--- config.mk ---
export PLATFORM = sky130hd
export DESIGN_NAME = mem_arbiter
export DESIGN_NICKNAME = d
export VERILOG_FILES = /design/src/rtl/mem_arbiter.sv
export SDC_FILE = /design/constraint.sdc
export NUM_CORES = 1
export LEC_CHECK = 0
export CAP_MARGIN = 20
export CORE_MARGIN = 1
export CORE_UTILIZATION = 25
export DETAILED_ROUTE_END_ITERATION = 10
export HOLD_SLACK_MARGIN = 0.05
export PLACE_DENSITY = 0.57
export SYNTH_ARGS = -nofsm -noshare
export SYNTH_HDL_FRONTEND = slang
export SYNTH_SLANG_ARGS = --single-unit
export TNS_END_PERCENT = 5
--- constraint.sdc ---
create_clock -name clock_i -period 3.3 [get_ports clock_i]
set_clock_uncertainty 0.15 [all_clocks]
set_input_delay 0.66 -clock clock_i [delete_from_list [all_inputs] [get_ports clock_i]]
set_output_delay 0.66 -clock clock_i [all_outputs]
set_load 0.01 [all_outputs]
--- src/rtl/mem_arbiter.sv ---
`default_nettype none
// =============================================================================
// mem_arbiter : round-robin arbiter sharing one ternary memory bus among ports
// Revision    : 1.0
// =============================================================================
module mem_arbiter #(
  parameter int WORD_SIZE     = 9,
  parameter int MEM_ADDR_SIZE = 4,
  parameter int N_PORTS       = 3,
  parameter int TIMEOUT       = 15
) (
  input  logic                               clock_i,
  input  logic                               reset_i,
  input  logic [N_PORTS-1:0]                 req_valid_i,
  input  logic [N_PORTS-1:0]                 req_write_i,
  input  logic [N_PORTS*2*MEM_ADDR_SIZE-1:0] req_addr_i,
  input  logic [N_PORTS*2*WORD_SIZE-1:0]     req_wdata_i,
  output logic [N_PORTS-1:0]                 req_ready_o,
  output logic [N_PORTS-1:0]                 rsp_valid_o,
  output logic [2*WORD_SIZE-1:0]             rsp_rdata_o,
  output logic                               rsp_error_o,
  output logic [2*MEM_ADDR_SIZE-1:0]         mem_address_o,
  output logic [2*WORD_SIZE-1:0]             mem_write_data_o,
  output logic                               mem_read_o,
  output logic                               mem_write_o,
  input  logic [2*WORD_SIZE-1:0]             mem_read_data_i,
  input  logic                               mem_ready_i,
  output logic                               busy_o
);

  localparam int DATA_W = 2 * WORD_SIZE;
  localparam int ADDR_W = 2 * MEM_ADDR_SIZE;
  localparam int IDX_W  = (N_PORTS > 1) ? $clog2(N_PORTS) : 1;
  localparam int CNT_W  = 8;

  typedef enum logic [1:0] {
    ST_IDLE    = 2'd0,
    ST_ACCESS  = 2'd1,
    ST_RESPOND = 2'd2
  } state_e;

  state_e              state_q;
  logic [IDX_W-1:0]    last_grant_q;
  logic [IDX_W-1:0]    grant_q;
  logic [CNT_W-1:0]    timer_q;
  logic [N_PORTS-1:0]  rsp_valid_q;
  logic                rsp_error_q;
  logic [DATA_W-1:0]   rsp_rdata_q;
  logic [ADDR_W-1:0]   mem_address_q;
  logic [DATA_W-1:0]   mem_write_data_q;
  logic                mem_read_q;
  logic                mem_write_q;
  logic                busy_q;

  logic                grant_any;
  logic [IDX_W-1:0]    grant_idx;
  logic [N_PORTS-1:0]  grant_onehot;
  logic [N_PORTS-1:0]  owner_onehot;
  logic [ADDR_W-1:0]   sel_addr;
  logic [DATA_W-1:0]   sel_wdata;
  logic                sel_write;
  logic                addr_bad;
  logic                data_bad;
  logic                sel_illegal;
  logic                access_done;

  assign grant_any = (state_q == ST_IDLE) && (|req_valid_i);

  // Lowest valid port overall, overridden by the lowest valid port above last_grant.
  always_comb begin
    grant_idx = '0;
    for (int i = N_PORTS - 1; i >= 0; i--) begin
      if (req_valid_i[i]) begin
        grant_idx = IDX_W'(i);
      end
    end
    for (int i = N_PORTS - 1; i >= 0; i--) begin
      if (req_valid_i[i] && (i > int'(last_grant_q))) begin
        grant_idx = IDX_W'(i);
      end
    end
  end

  always_comb begin
    grant_onehot = '0;
    owner_onehot = '0;
    sel_addr     = '0;
    sel_wdata    = '0;
    sel_write    = 1'b0;
    for (int k = 0; k < N_PORTS; k++) begin
      grant_onehot[k] = (grant_idx == IDX_W'(k));
      owner_onehot[k] = (grant_q == IDX_W'(k));
      if (grant_idx == IDX_W'(k)) begin
        sel_addr  = req_addr_i[k*ADDR_W +: ADDR_W];
        sel_wdata = req_wdata_i[k*DATA_W +: DATA_W];
        sel_write = req_write_i[k];
      end
    end
  end

  // Trit pair 2'b11 has no meaning; store data only matters for writes.
  always_comb begin
    addr_bad = 1'b0;
    data_bad = 1'b0;
    for (int t = 0; t < MEM_ADDR_SIZE; t++) begin
      if (sel_addr[2*t +: 2] == 2'b11) begin
        addr_bad = 1'b1;
      end
    end
    for (int t = 0; t < WORD_SIZE; t++) begin
      if (sel_wdata[2*t +: 2] == 2'b11) begin
        data_bad = 1'b1;
      end
    end
  end

  assign sel_illegal = addr_bad | (sel_write & data_bad);
  assign access_done = mem_ready_i || (timer_q == CNT_W'(TIMEOUT - 1));

  always_ff @(posedge clock_i) begin
    if (reset_i) begin
      state_q          <= ST_IDLE;
      last_grant_q     <= IDX_W'(N_PORTS - 1);
      grant_q          <= '0;
      timer_q          <= '0;
      rsp_valid_q      <= '0;
      rsp_error_q      <= 1'b0;
      rsp_rdata_q      <= '0;
      mem_address_q    <= '0;
      mem_write_data_q <= '0;
      mem_read_q       <= 1'b0;
      mem_write_q      <= 1'b0;
      busy_q           <= 1'b0;
    end else begin
      case (state_q)
        ST_IDLE: begin
          if (grant_any) begin
            grant_q <= grant_idx;
            busy_q  <= 1'b1;
            if (sel_illegal) begin
              state_q     <= ST_RESPOND;
              rsp_valid_q <= grant_onehot;
              rsp_error_q <= 1'b1;
              rsp_rdata_q <= '0;
            end else begin
              state_q          <= ST_ACCESS;
              mem_address_q    <= sel_addr;
              mem_write_data_q <= sel_wdata;
              mem_read_q       <= ~sel_write;
              mem_write_q      <= sel_write;
              timer_q          <= '0;
            end
          end
        end
        ST_ACCESS: begin
          if (access_done) begin
            state_q     <= ST_RESPOND;
            mem_read_q  <= 1'b0;
            mem_write_q <= 1'b0;
            rsp_valid_q <= owner_onehot;
            rsp_error_q <= ~mem_ready_i;
            rsp_rdata_q <= (mem_ready_i && mem_read_q) ? mem_read_data_i : '0;
          end else begin
            timer_q <= timer_q + CNT_W'(1);
          end
        end
        ST_RESPOND: begin
          state_q      <= ST_IDLE;
          rsp_valid_q  <= '0;
          rsp_error_q  <= 1'b0;
          busy_q       <= 1'b0;
          last_grant_q <= grant_q;
        end
        default: begin
          state_q <= ST_IDLE;
        end
      endcase
    end
  end

  // Reset suppresses the handshake pulses in the very cycle it is asserted.
  assign req_ready_o      = grant_onehot & {N_PORTS{grant_any & ~reset_i}};
  assign rsp_valid_o      = rsp_valid_q & {N_PORTS{~reset_i}};
  assign rsp_error_o      = rsp_error_q;
  assign rsp_rdata_o      = rsp_rdata_q;
  assign mem_address_o    = mem_address_q;
  assign mem_write_data_o = mem_write_data_q;
  assign mem_read_o       = mem_read_q;
  assign mem_write_o      = mem_write_q;
  assign busy_o           = busy_q;

endmodule
`default_nettype wire
Word level (Yosys, flattened, before mapping)
Index checks and enable logic that the tools add are counted.
{ "word_totals": {"register_bits": 65, "wordCells": 126, "input_bits": 105, "output_inout_bits": 54} }
{ "op_classes": {"n_eq_ne": 25, "order_cmp": 2, "n_reduce_logical": 20, "n_mux": 57, "bitwise": 9, "n_addsub": 1} }
{ "ops": {"columns": ["op", "n"], "rows": [
  ["2-to-1 mux 18 bit", 7],
  ["2-to-1 mux 8 bit", 6],
  ["one-hot mux 18 bit (2 select lines)", 1],
  ["equality test 2 bit (second input constant)", 16],
  ["2-to-1 mux 1 bit", 25],
  ["2-to-1 mux 2 bit", 8],
  ["one-hot mux 8 bit (2 select lines)", 1],
  ["AND reduction 4 bit", 4],
  ["inequality test 2 bit (second input constant)", 5],
  ["2-to-1 mux 3 bit", 3],
  ["one-hot mux 3 bit (3 select lines)", 1],
  ["adder 8 x 1 -> 8 bit (second input constant)", 1],
  ["equality test 8 x 4 -> 1 bit (second input constant)", 1],
  ["bitwise AND 3 bit", 2],
  ["equality test 2 x 1 -> 1 bit (second input constant)", 3],
  ["logical NOT 2 bit", 3],
  ["one-hot mux 1 bit (2 select lines)", 3],
  ["AND reduction 2 bit", 3],
  ["logical AND 1 bit", 4],
  ["NOT 1 bit", 4],
  ["one-hot mux 2 bit (2 select lines)", 1],
  ["nonzero test 2 bit", 2],
  ["one-hot mux 1 bit (3 select lines)", 1],
  ["AND reduction 3 bit", 1],
  ["7 further kinds", 8]
]} }

Logic depth before layout (Yosys ltp)
Gate-level depths: netlist of run 1.
{ "depth": {"ltp_word": 24, "ltp_mapped": 15, "ltp_nobuf": 11} }

Least setup slack after synthesis of run 1
No wires, ideal clock.
{ "synth_timing": {"kind": "in2reg", "startpoint": "input req_valid_i[2]", "endpoint": "register rsp_valid_q[2]", "t_arrival_ns": 2.981, "stages": 13, "required_time_ns": 3.034, "setup_time_ns": 0.116, "n_path_buf": 4, "slack_ns": 0.053, "cell_sequence": "buf_2 nor2b_1 a22oi_2 buf_4 buf_2 buf_4 nor2_1 a21oi_1 a22oi_1 a31o_2 a311oi_4 o221ai_1 o211a_1"} }
{ "synth_between": {"elab_chain_len": 23} }
{ "synth_lines": {"columns": ["item", "line_no", "rtl"], "rows": [
  ["from (decl)", "14", "input logic [N_PORTS-1:0] req_valid_i,"],
  ["2-to-1 mux 2 bit (3 in a row)", "73", "if (req_valid_i[i]) begin"],
  ["2-to-1 mux 2 bit (2 in a row)", "78", "if (req_valid_i[i] && (i > int'(last_grant_q))) begin"],
  ["logical NOT 2 bit", "93", "if (grant_idx == IDX_W'(k)) begin"],
  ["2-to-1 mux 18 bit (3 in a row)", "93", null],
  ["equality test 2 bit", "111", "if (sel_wdata[2*t +: 2] == 2'b11) begin"],
  ["2-to-1 mux 1 bit (9 in a row)", "111", null],
  ["bitwise AND 1 bit", "117", "assign sel_illegal = addr_bad | (sel_write & data_bad);"],
  ["OR 1 bit", "117", null],
  ["inequality test 2 bit (no source line)", null, null],
  ["AND reduction 4 bit (no source line)", null, null],
  ["to (signal assigned)", "142", "rsp_valid_q <= grant_onehot;"],
  ["to (signal assigned)", "160", "rsp_valid_q <= owner_onehot;"],
  ["to (decl)", "46", "logic [N_PORTS-1:0] rsp_valid_q;"]
]} }
Parallel ways exist; a longest one is shown, timed or not. The select of a mux whose other input is x is not followed.
A chain may end at the register's enable or synchronous reset.

Worst setup path in the final report of run 1
{ "layout_timing": {"startpoint": "input req_valid_i[1]", "endpoint": "register rsp_rdata_q[15], in the netlist rsp_rdata_o[15]"} }
{ "layout_between": {"elab_chain_len": 22} }
{ "layout_lines": {"columns": ["item", "line_no", "rtl"], "rows": [
  ["2-to-1 mux 2 bit (2 in a row)", "73", null],
  ["2-to-1 mux 2 bit (2 in a row)", "78", null],
  ["logical NOT 2 bit", "93", null],
  ["2-to-1 mux 18 bit (3 in a row)", "93", null],
  ["equality test 2 bit", "111", null],
  ["2-to-1 mux 1 bit (9 in a row)", "111", null],
  ["bitwise AND 1 bit", "117", null],
  ["OR 1 bit", "117", null],
  ["inequality test 2 bit (no source line)", null, null],
  ["AND reduction 4 bit (no source line) (*)", null, null],
  ["to (signal assigned)", "162", "rsp_rdata_q <= (mem_ready_i && mem_read_q) ? mem_read_data_i : '0;"],
  ["to (decl)", "48", "logic [DATA_W-1:0] rsp_rdata_q;"]
]} }
Every way passes the cells marked *; elsewhere a longest branch is shown, timed or not.

==> impl_metrics.ini, run 1 <==
[finish]
fin_util_pct = 45.21
regArea_um2 = 1305
mostFrequentLayoutCell = clkdlybuf4s50_1
fin_area_um2 = 6349
num-fill-cells = 1364
instances_no_fill = 842
nets = 768
syn_to_final_growth_pct = 74.48
final_cell_mix = 154 x clkdlybuf4s50_1, 70 x buf_4, 64 x dfxtp_1
diodes = 0
multiInputGateArea_um2 = 2222
drive_gt1_share_pct = 20.39

[cts]
clockBufferDepth = 2
clk-insertion-delay-late_ns = 0.34
clock_sinks = 65
clkTransAtPathRegs_ns = 0.06
root_buffer = clkbuf_16
numCtsBuffers = 9
hold_buffers = 0
htreeDepth = 3
cts_tree = done

[yosys]
ys_warn_count = 0
yosysTopAreaCell = dfxtp_1
synth_area_um2 = 3638
syn_nets = 557
synthFlopType = dfxtp_1
ys_types = 60
async_flop_share_pct = 0
synth_area_leaders = dfxtp_1 36%, nor2_1 6.6%, a21oi_1 5.8%, mux2i_1 5.5%, nand3_1 4.4%
ys_ff_latch = 65
seq_area_frac_synth_pct = 35.76
synth_top_area_share_pct = 35.76
synth_edf_count = 0
syn_area_per_cell_um2 = 8.158
synth_cells = 446

[global_routing]
grt_max_degree = 62
grt_pass1_vias = 4234
grt_util_all_layers_pct = 18.81
top_usage_layer = met2
grt_util_met1_pct = 21.32
grt-ovfl-total = 0
grt_antenna_before_repair = 0
grt_use_met3_pct = 6.599
gr-usage-met2_pct = 31.67
grt_first_pass_wirelength_um = 21450

[place]
dpl.hpwl_um = 10480
port-buffer-count = 158
place_area_um2 = 5786
dp_slack_ns = -0.7288
place.gp.congestion = 0.9042
dp_cells = 818

[job]
drv_cap = 0

[hold_path]
worstHoldPathType = reg -> reg
hold_depth = 2
min-delay-start = mem_write_data_o[8]$_SDFFE_PP0P_
whs_endpoint = mem_write_data_o[8]$_SDFFE_PP0P_

[die]
initial_utilization_pct = 25.91
die_x_um = 122.6
fp.coreArea_um2 = 14040
io_pins = 159
die-area_um2 = 15040
die_height_um = 122.6
num_rows = 43

[sta]
tightest_slew_ns = 0.7161
finalSetupViolations = 0
hold_slack_ns = 0.3050
fin_ws_ns = 0.1035
fmax_mhz = 312.8
drv_slew = 0
slew_headroom_pct = 52.26
layout_min_cycle_time_ns = 3.196
finalCritPeriodShare_pct = 96.86
hold_viol = 0

[routing]
drc = 0
viasPerCell = 4.891
antenna_left = 0
num_vias = 4118
wirelength_um = 13880
wire_per_inst_um = 16.49
dr.pass1.iters = 4
drtIter0Drc = 187

[setup_path]
critPathKind = in -> reg
startpoint = req_valid_i[1]
r2r_setup_slack_ns = 0.17
crit_arrival_ns = 3.23
r2r_start = last_grant_q[0]$_SDFFE_PP0P_
crit_required_ns = 3.33
ff2ff_path_depth = 13
start_kind = input pin
worstPathMaxFanout = 18
timing.rr.end = rsp_rdata_o[15]$_SDFFE_PP0P_
cp-end-kind = flip-flop

[power]
powerDensity_nw_per_um2 = 586.8
leakagePower_nw = 2.542
vdd_drop_max_mv = 0.3205

[status]
status = finished, final reports clean
-- sequential cells by signal (all words and copies together), names as in the netlist --
signal	flops
state_q	2
mem_write_data_o	18
mem_write_o	1
busy_o	1
rsp_valid_q	3
grant_q	2
rsp_error_o	1
timer_q	8
mem_address_o	8
last_grant_q	2
rsp_rdata_o	18
mem_read_o	1
-- how the worst max path moves through the flow --
stage                                        end  slack [ns]  cells past startpoint
floorplan            rsp_valid_q[2]$_SDFFE_PP0P_        0.05                     13
global placement         timer_q[2]$_SDFFE_PP0P_       -0.59                     12
detailed placement       timer_q[2]$_SDFFE_PP0P_       -0.73                     12
CTS                 rsp_rdata_o[15]$_SDFFE_PP0P_       0.003                     13
global route        rsp_rdata_o[12]$_SDFFE_PP0P_       -0.02                     14
finish              rsp_rdata_o[15]$_SDFFE_PP0P_        0.10                     14
-- layer usage --
layer,routed length (µm),part of all wire (%),vias to the layer above
met3,978,7.0,27
met2,6719,48,127
met5,0,0,-
li1,-,-,2034
met1,5825,42,1930
met4,360,2.6,0
-- stage by stage --
stage / total power [W] / TNS [ns]
2_1_floorplan: 0.001750 / 0
5_1_grt: 0.003916 / -0.07477
6_report: 0.003725 / 0
3_5_place_dp: 0.002409 / -37.46
3_3_place_gp: 0.002381 / -30.98
4_1_cts: 0.003715 / 0
-- power breakdown --
group          switching [W]  internal (W)  total, W
registers          0.0000726      0.000880  0.000952
clock network       0.000383      0.000761   0.00114
logic               0.000759      0.000870   0.00163
total                0.00121       0.00251   0.00373
-- cells in the mapped netlist, drive strengths merged (3+ instances only) --
master,instances
and3,3
a22oi,3
or3,4
a31oi,4
ha,6
buf,20
a221oi,5
a32o,6
clkbuf,13
nand3,32
nor2b,5
o41ai,6
o21ai,10
nor2,64
nor3b,4
nor4,4
nand2b,24
nand2,31
dfxtp,65
a211oi,14
inv,16
nor3,9
mux2i,20
a21oi,43
o22ai,5
o221ai,4
-- timing repair --
action / CTS / global route
resized for setup: 24 / 14
setup endpoints to repair: 63 / 62
pin swaps: 9 / 5
setup buffers: 4 / 3
gates cloned: 1 / 0
-- area by class of cell --
type	count	area share (%)
Sequential cell	65	20.56
Multi-Input combinational cell	332	35.00
Timing Repair Buffer	233	34.37
Clock inverter	6	1.813
Tap cell	180	3.547
Clock buffer	10	3.764
Inverter	16	0.9460
-- worst max-delay path, stage by stage --
cell	delay, ns
clkbuf_2	0.12
nor2b_2	0.17
buf_4	0.13
a21o_1	0.20
buf_4	0.18
a211oi_1	0.46
nor4_2	0.15
a2111oi_4	0.21
buf_4	0.19
buf_4	0.15
a31oi_4	0.13
bufbuf_16	0.31
nand3_1	0.08
a21oi_1	0.08
-- kinds of logic after synthesis --
kind of cell,synth area share [%]
and+or+nand+nor,25.48
AOI/OAI and AO/OA,24.86
DFF,35.76
buffers and inverters,6.328
muxes,5.502
adders and majority gates,2.063
No activity file was read; power rests on OpenSTA's default activity.
==> run 2, diff against run 1 <==
--- a/config.mk
+++ b/config.mk
@@ -6,8 +6,9 @@
 export NUM_CORES = 1
 export LEC_CHECK = 0
 export CAP_MARGIN = 20
-export CORE_MARGIN = 1
+export CORE_MARGIN = 1.5
 export CORE_UTILIZATION = 25
+export CTS_CLUSTER_DIAMETER = 50
 export DETAILED_ROUTE_END_ITERATION = 10
 export HOLD_SLACK_MARGIN = 0.05
 export PLACE_DENSITY = 0.57
==> constraint.sdc (replaced) <==
create_clock -name clock_i -period 3.3 [get_ports clock_i]
set_clock_uncertainty 0.15 [all_clocks]
set_input_delay 0.495 -clock clock_i [delete_from_list [all_inputs] [get_ports clock_i]]
set_output_delay 0.495 -clock clock_i [all_outputs]
set_load 0.01 [all_outputs]
==> run 2 against run 1 <==
Sequential share of layout area is 0.13 points lower. Worst setup slack gained 0.078 ns. Routed wire length down 2.5%. Total power shrank 3.0%. Count of clock-buffer cells in the layout rose by 1. Cell area is 0.35% higher. Worst hold slack better by 0.0029 ns. Flip-flop and latch count stayed put. Fmax up 2.5%. Utilization rose by 0.16 points. Global-route usage shrank 1.4 points. Die area grew 1.6%.
==> impl_metrics.ini, run 2 (synthesis gave the netlist of run 1 again) <==
[power]
vdd_drop_max_mv = 0.2355
leakagePower_nw = 2.569
powerDensity_nw_per_um2 = 567.3

[sta]
fmax_mhz = 320.7
rsz0062_at_grt = no
drv_slew = 0
layout_min_cycle_time_ns = 3.118
tightest_slew_ns = 0.6917
hold_viol = 0
slew_headroom_pct = 53.89
finalCritPeriodShare_pct = 94.49
fin_ws_ns = 0.1818
finalSetupViolations = 0

[die]
die_x_um = 123.6
die_height_um = 123.6
num_rows = 43
initial_utilization_pct = 25.91
io_pins = 159
die-area_um2 = 15290
fp.coreArea_um2 = 14040

[cts]
root_buffer = clkbuf_16
clock_sinks = 65
numCtsBuffers = 9
clockBufferDepth = 2
cts_tree = done
hold_buffers = 0
clkTransAtPathRegs_ns = 0.06
clk-insertion-delay-late_ns = 0.32
htreeDepth = 3

[routing]
wire_per_inst_um = 16.11
drtIter0Drc = 217
antenna_left = 0
viasPerCell = 4.894
num_vias = 4111
dr.pass1.iters = 4
wirelength_um = 13530
drc = 0

[global_routing]
grt_pass1_vias = 4116
grt-ovfl-total = 0
grt_util_all_layers_pct = 17.46
grt_max_degree = 43
grt_antenna_before_repair = 0
grt_first_pass_wirelength_um = 20560

[setup_path]
r2r_start = last_grant_q[1]$_SDFFE_PP1P_
startpoint = last_grant_q[1]$_SDFFE_PP1P_
worstPathMaxFanout = 9
start_kind = flip-flop
crit_path_frequent_cell = buf_4
crit_arrival_ns = 3.18
crit_required_ns = 3.36
cp-end-kind = flip-flop
critPathKind = reg -> reg
slowest_stage = dfxtp_1
path_cells = nand2b_1, a21o_1, buf_4, a211oi_2, nor4_2, a2111oi_4, buf_4, buf_4, nand3_1, o221ai_4, buf_12, and2_2, a32o_1
slowest_delay_ns = 0.49

[job]
drv_cap = 0

[finish]
diodes = 0
syn_to_final_growth_pct = 75.10
final_cell_mix = 154 x clkdlybuf4s50_1, 65 x dfxtp_1, 64 x buf_4
num-fill-cells = 1364
mostFrequentLayoutCell = clkdlybuf4s50_1
nets = 766
drive_gt1_share_pct = 18.79
fin_area_um2 = 6371

[hold_path]
min-delay-start = mem_write_data_o[7]$_SDFFE_PP0P_
worstHoldPathType = reg -> reg

[place]
place.gp.congestion = 0.8696
dpl.hpwl_um = 10240
port-buffer-count = 158
dp_slack_ns = -0.5872
place_area_um2 = 5766

[status]
status = finished, final reports clean
[run 2: cell count changes in the layout (fill, tap and decap cells not counted), moves of 2 or more]
cell            before  now
dlymetal6s2s_1       0    3
clkbuf_2             2    0
nor2_1              61   63
buf_12               2    4
clkinv_2             0    2
a21oi_1             40   42
buf_4               70   64
a21oi_2              3    1
nor2_2               3    0
[run 2: layout make-up]
type,count,area (µm²),share of cell area (%)
multi-input combinational,332,2255,35.39
clock inverter,5,78.83,1.237
tap,180,225.2,3.535
timing repair buffer,231,2208,34.66
sequential,65,1301,20.42
inverter,16,60.06,0.9427
clock buffer,11,242.7,3.810
[run 2: critical path: cells and delay by family (launching register included)]
family	cells	cell delay, ns
flops	1	0.49
compound gates	5	0.72
simple gates	4	0.94
buf+inv	4	0.70
[run 2: worst paths after layout]
check / to / slack [ns] / cells past startpoint
worst max-delay path: timer_q[2]$_SDFFE_PP0P_ / 0.18 / 13
worst min-delay path: mem_write_data_o[7]$_SDFFE_PP0P_ / 0.31 / 2
worst max register to register: timer_q[2]$_SDFFE_PP0P_ / 0.18 / 13
worst min register to register: mem_write_data_o[7]$_SDFFE_PP0P_ / 0.31 / 2
[run 2: per-stage QoR]
stage | hold slack, ns | TNS [ns] | utilization, % | std cells | power, W
4_1_cts | 0.3092 | -0.02295 | 44.13 | 831 | 0.003528
3_5_place_dp | 0.3032 | -27.50 | 41.06 | 812 | 0.002407
2_1_floorplan | 0.3147 | 0 | - | 446 | 0.001750
6_report | 0.3079 | 0 | 45.37 | 840 | 0.003615
5_1_grt | 0.3372 | 0 | 45.37 | 840 | 0.003812
3_3_place_gp | 0.3039 | -25.09 | 41.06 | 812 | 0.002386
[run 2: timing repair]
action,CTS,global route
pin swaps,4,6
endpoints found under the setup margin,60,60
cloned,0,2
gates resized for setup,15,17
setup buffers,3,7
[run 2: power by group]
| group | switching [W] | internal [W] | leakage [nW] |
|---|---|---|---|
| Combinational | 0.000774 | 0.000867 | 1.88 |
| Clock | 0.000347 | 0.000681 | 0.159 |
| Sequential | 0.0000679 | 0.000878 | 0.527 |
| Total | 0.00119 | 0.00243 | 2.57 |
[run 2: metal layers]
layer  GRT usage (%)  wire length [µm]  up-vias
met1           21.38              5913     1945
met5               0                 0        -
met3           5.586               958       14
met2           28.90              6459      129
met4           5.891               199        0
li1                -                 -     2023
==> run 3, diff against run 2 <==
--- a/config.mk
+++ b/config.mk
@@ -11,7 +11,7 @@
 export CTS_CLUSTER_DIAMETER = 50
 export DETAILED_ROUTE_END_ITERATION = 10
 export HOLD_SLACK_MARGIN = 0.05
-export PLACE_DENSITY = 0.57
+export PLACE_DENSITY = 0.55
 export SYNTH_ARGS = -nofsm -noshare
 export SYNTH_HDL_FRONTEND = slang
 export SYNTH_SLANG_ARGS = --single-unit
==> constraint.sdc (replaced) <==
create_clock -name clock_i -period 4 [get_ports clock_i]
set_clock_uncertainty 0.15 [all_clocks]
set_input_delay 0.6 -clock clock_i [delete_from_list [all_inputs] [get_ports clock_i]]
set_output_delay 0.6 -clock clock_i [all_outputs]
set_load 0.01 [all_outputs]
==> run 3 against run 2 <==
Via count shrank 4.6%. Count of clock-buffer cells in the layout grew 1. Clock power shrank 18%. Die area is the same. Critical path depth shrank 2. Cell area shrank 8.7%. Sequential power shrank 17%. Largest cell class unchanged. Largest power group unchanged. Combinational power shrank 32%. Global-route usage shrank 0.47 points. Utilization shrank 3.9 points.
==> impl_metrics.ini, run 3 (synthesis gave the netlist of run 1 again) <==
[finish]
final_cell_mix = 157 x clkdlybuf4s50_1, 65 x dfxtp_1, 64 x nor2_1
drive_gt1_share_pct = 9.772
nets = 721
fin_util_pct = 41.42
diodes = 0
regArea_um2 = 1301
syn_to_final_growth_pct = 59.87
multiInputGateArea_um2 = 2107
instances_no_fill = 794
mostFrequentLayoutCell = clkdlybuf4s50_1
num-fill-cells = 1406

[setup_path]
start_kind = input pin
slowest_delay_ns = 0.54
worstPathMaxFanout = 15
crit_required_ns = 4.12
crit_arrival_ns = 3.84
critPathKind = in -> reg
path_cells = clkdlybuf4s50_1, nor2b_1, a21o_1, buf_4, a211oi_1, nor4_1, a2111oi_4, nand2_2, o221ai_4, and2_1, a32o_1
slowest_stage = clkdlybuf4s50_1
cp-end-kind = flip-flop

[die]
die_height_um = 123.6
io_pins = 159
die_x_um = 123.6
fp.coreArea_um2 = 14040
initial_utilization_pct = 25.91
die-area_um2 = 15290
num_rows = 43

[sta]
layout_min_cycle_time_ns = 3.720
finalSetupViolations = 0
tightest_slew_ns = 0.7633
fmax_mhz = 268.9
hold_viol = 0
slew_headroom_pct = 49.11
drv_slew = 0
rsz0062_at_grt = no
finalCritPeriodShare_pct = 92.99

[global_routing]
grt_first_pass_wirelength_um = 19790
grt_antenna_before_repair = 0
grt_pass1_vias = 3809
grt_util_all_layers_pct = 16.98
grt_max_degree = 65
grt-ovfl-total = 0

[cts]
hold_buffers = 0
clk-insertion-delay-late_ns = 0.33
numCtsBuffers = 9
htreeDepth = 3
root_buffer = clkbuf_16
cts_resized = 0
clkTransAtPathRegs_ns = 0.05
clock_sinks = 65
cts_tree = done
post-cts-setup-buffer-count = 0
clockBufferDepth = 2

[status]
status = finished, final reports clean

[routing]
wirelength_um = 13050
drtIter0Drc = 223
antenna_left = 0
drc = 0
wire_per_inst_um = 16.44
viasPerCell = 4.940
num_vias = 3922
dr.pass1.iters = 5

[power]
vdd_drop_max_mv = 0.2254
finalPower_w = 0.002731
powerDensity_nw_per_um2 = 469.6
leakagePower_nw = 2.254

[place]
dp_cells = 779
place.gp.congestion = 0.8536
dpl.hpwl_um = 10090
port-buffer-count = 158

[hold_path]
worstHoldPathType = reg -> reg

[job]
drv_cap = 0
==> run 3: metrics by stage <==
stage / area [µm²] / setup TNS (ns) / setup slack, ns / hold slack (ns)
2_1_floorplan: 3638 / 0 / 0.8132 / 0.3147
3_3_place_gp: 5505 / -0.3234 / -0.04052 / 0.3020
3_5_place_dp: 5505 / -1.599 / -0.1017 / 0.3080
4_1_cts: 5817 / 0 / 0.2638 / 0.3167
5_1_grt: 5817 / 0 / 0.009585 / 0.3304
6_report: 5817 / 0 / 0.2805 / 0.3158
==> run 3: where the power goes <==
part	internal [W]	switching, W	total [W]	leakage (nW)
registers	0.000724	0.0000583	0.000783	0.527
logic	0.000546	0.000560	0.00111	1.57
clock network	0.000558	0.000284	0.000843	0.153
==> run 3: worst max-delay path: cells and delay by family <==
kind            cells  cell delay [ns]
compound gates      5             1.66
simple gates        4             0.83
buf+inv             2             0.74
==> run 3: worst paths after layout <==
kind	startpoint	endpoint	slack (ns)	depth (start not counted)
min reg2reg	mem_write_data_o[6]$_SDFFE_PP0P_	mem_write_data_o[6]$_SDFFE_PP0P_	0.32	2
min	mem_write_data_o[6]$_SDFFE_PP0P_	mem_write_data_o[6]$_SDFFE_PP0P_	0.32	2
max	req_valid_i[1]	timer_q[2]$_SDFFE_PP0P_	0.28	11
max reg2reg	last_grant_q[1]$_SDFFE_PP1P_	timer_q[2]$_SDFFE_PP0P_	0.53	10
==> run 3: final cells by class <==
type                    instances  share of cell area, %
repair buffers                186                  31.15
clock buffers                  12                  4.237
flip-flops and latches         65                  22.37
multi-input cells             332                  36.22
well taps                     180                  3.872
inverters                      16                  1.032
clock inverters                 3                  1.119
==> run 3: layer usage <==
metal | vias to the layer above | GRT usage (%) | part of all wire [%]
li1 | 1935 | - | -
met1 | 1844 | 21.46 | 44
met2 | 129 | 27.73 | 47
met3 | 14 | 5.174 | 7.3
met4 | 0 | 5.244 | 1.5
met5 | - | 0 | 0
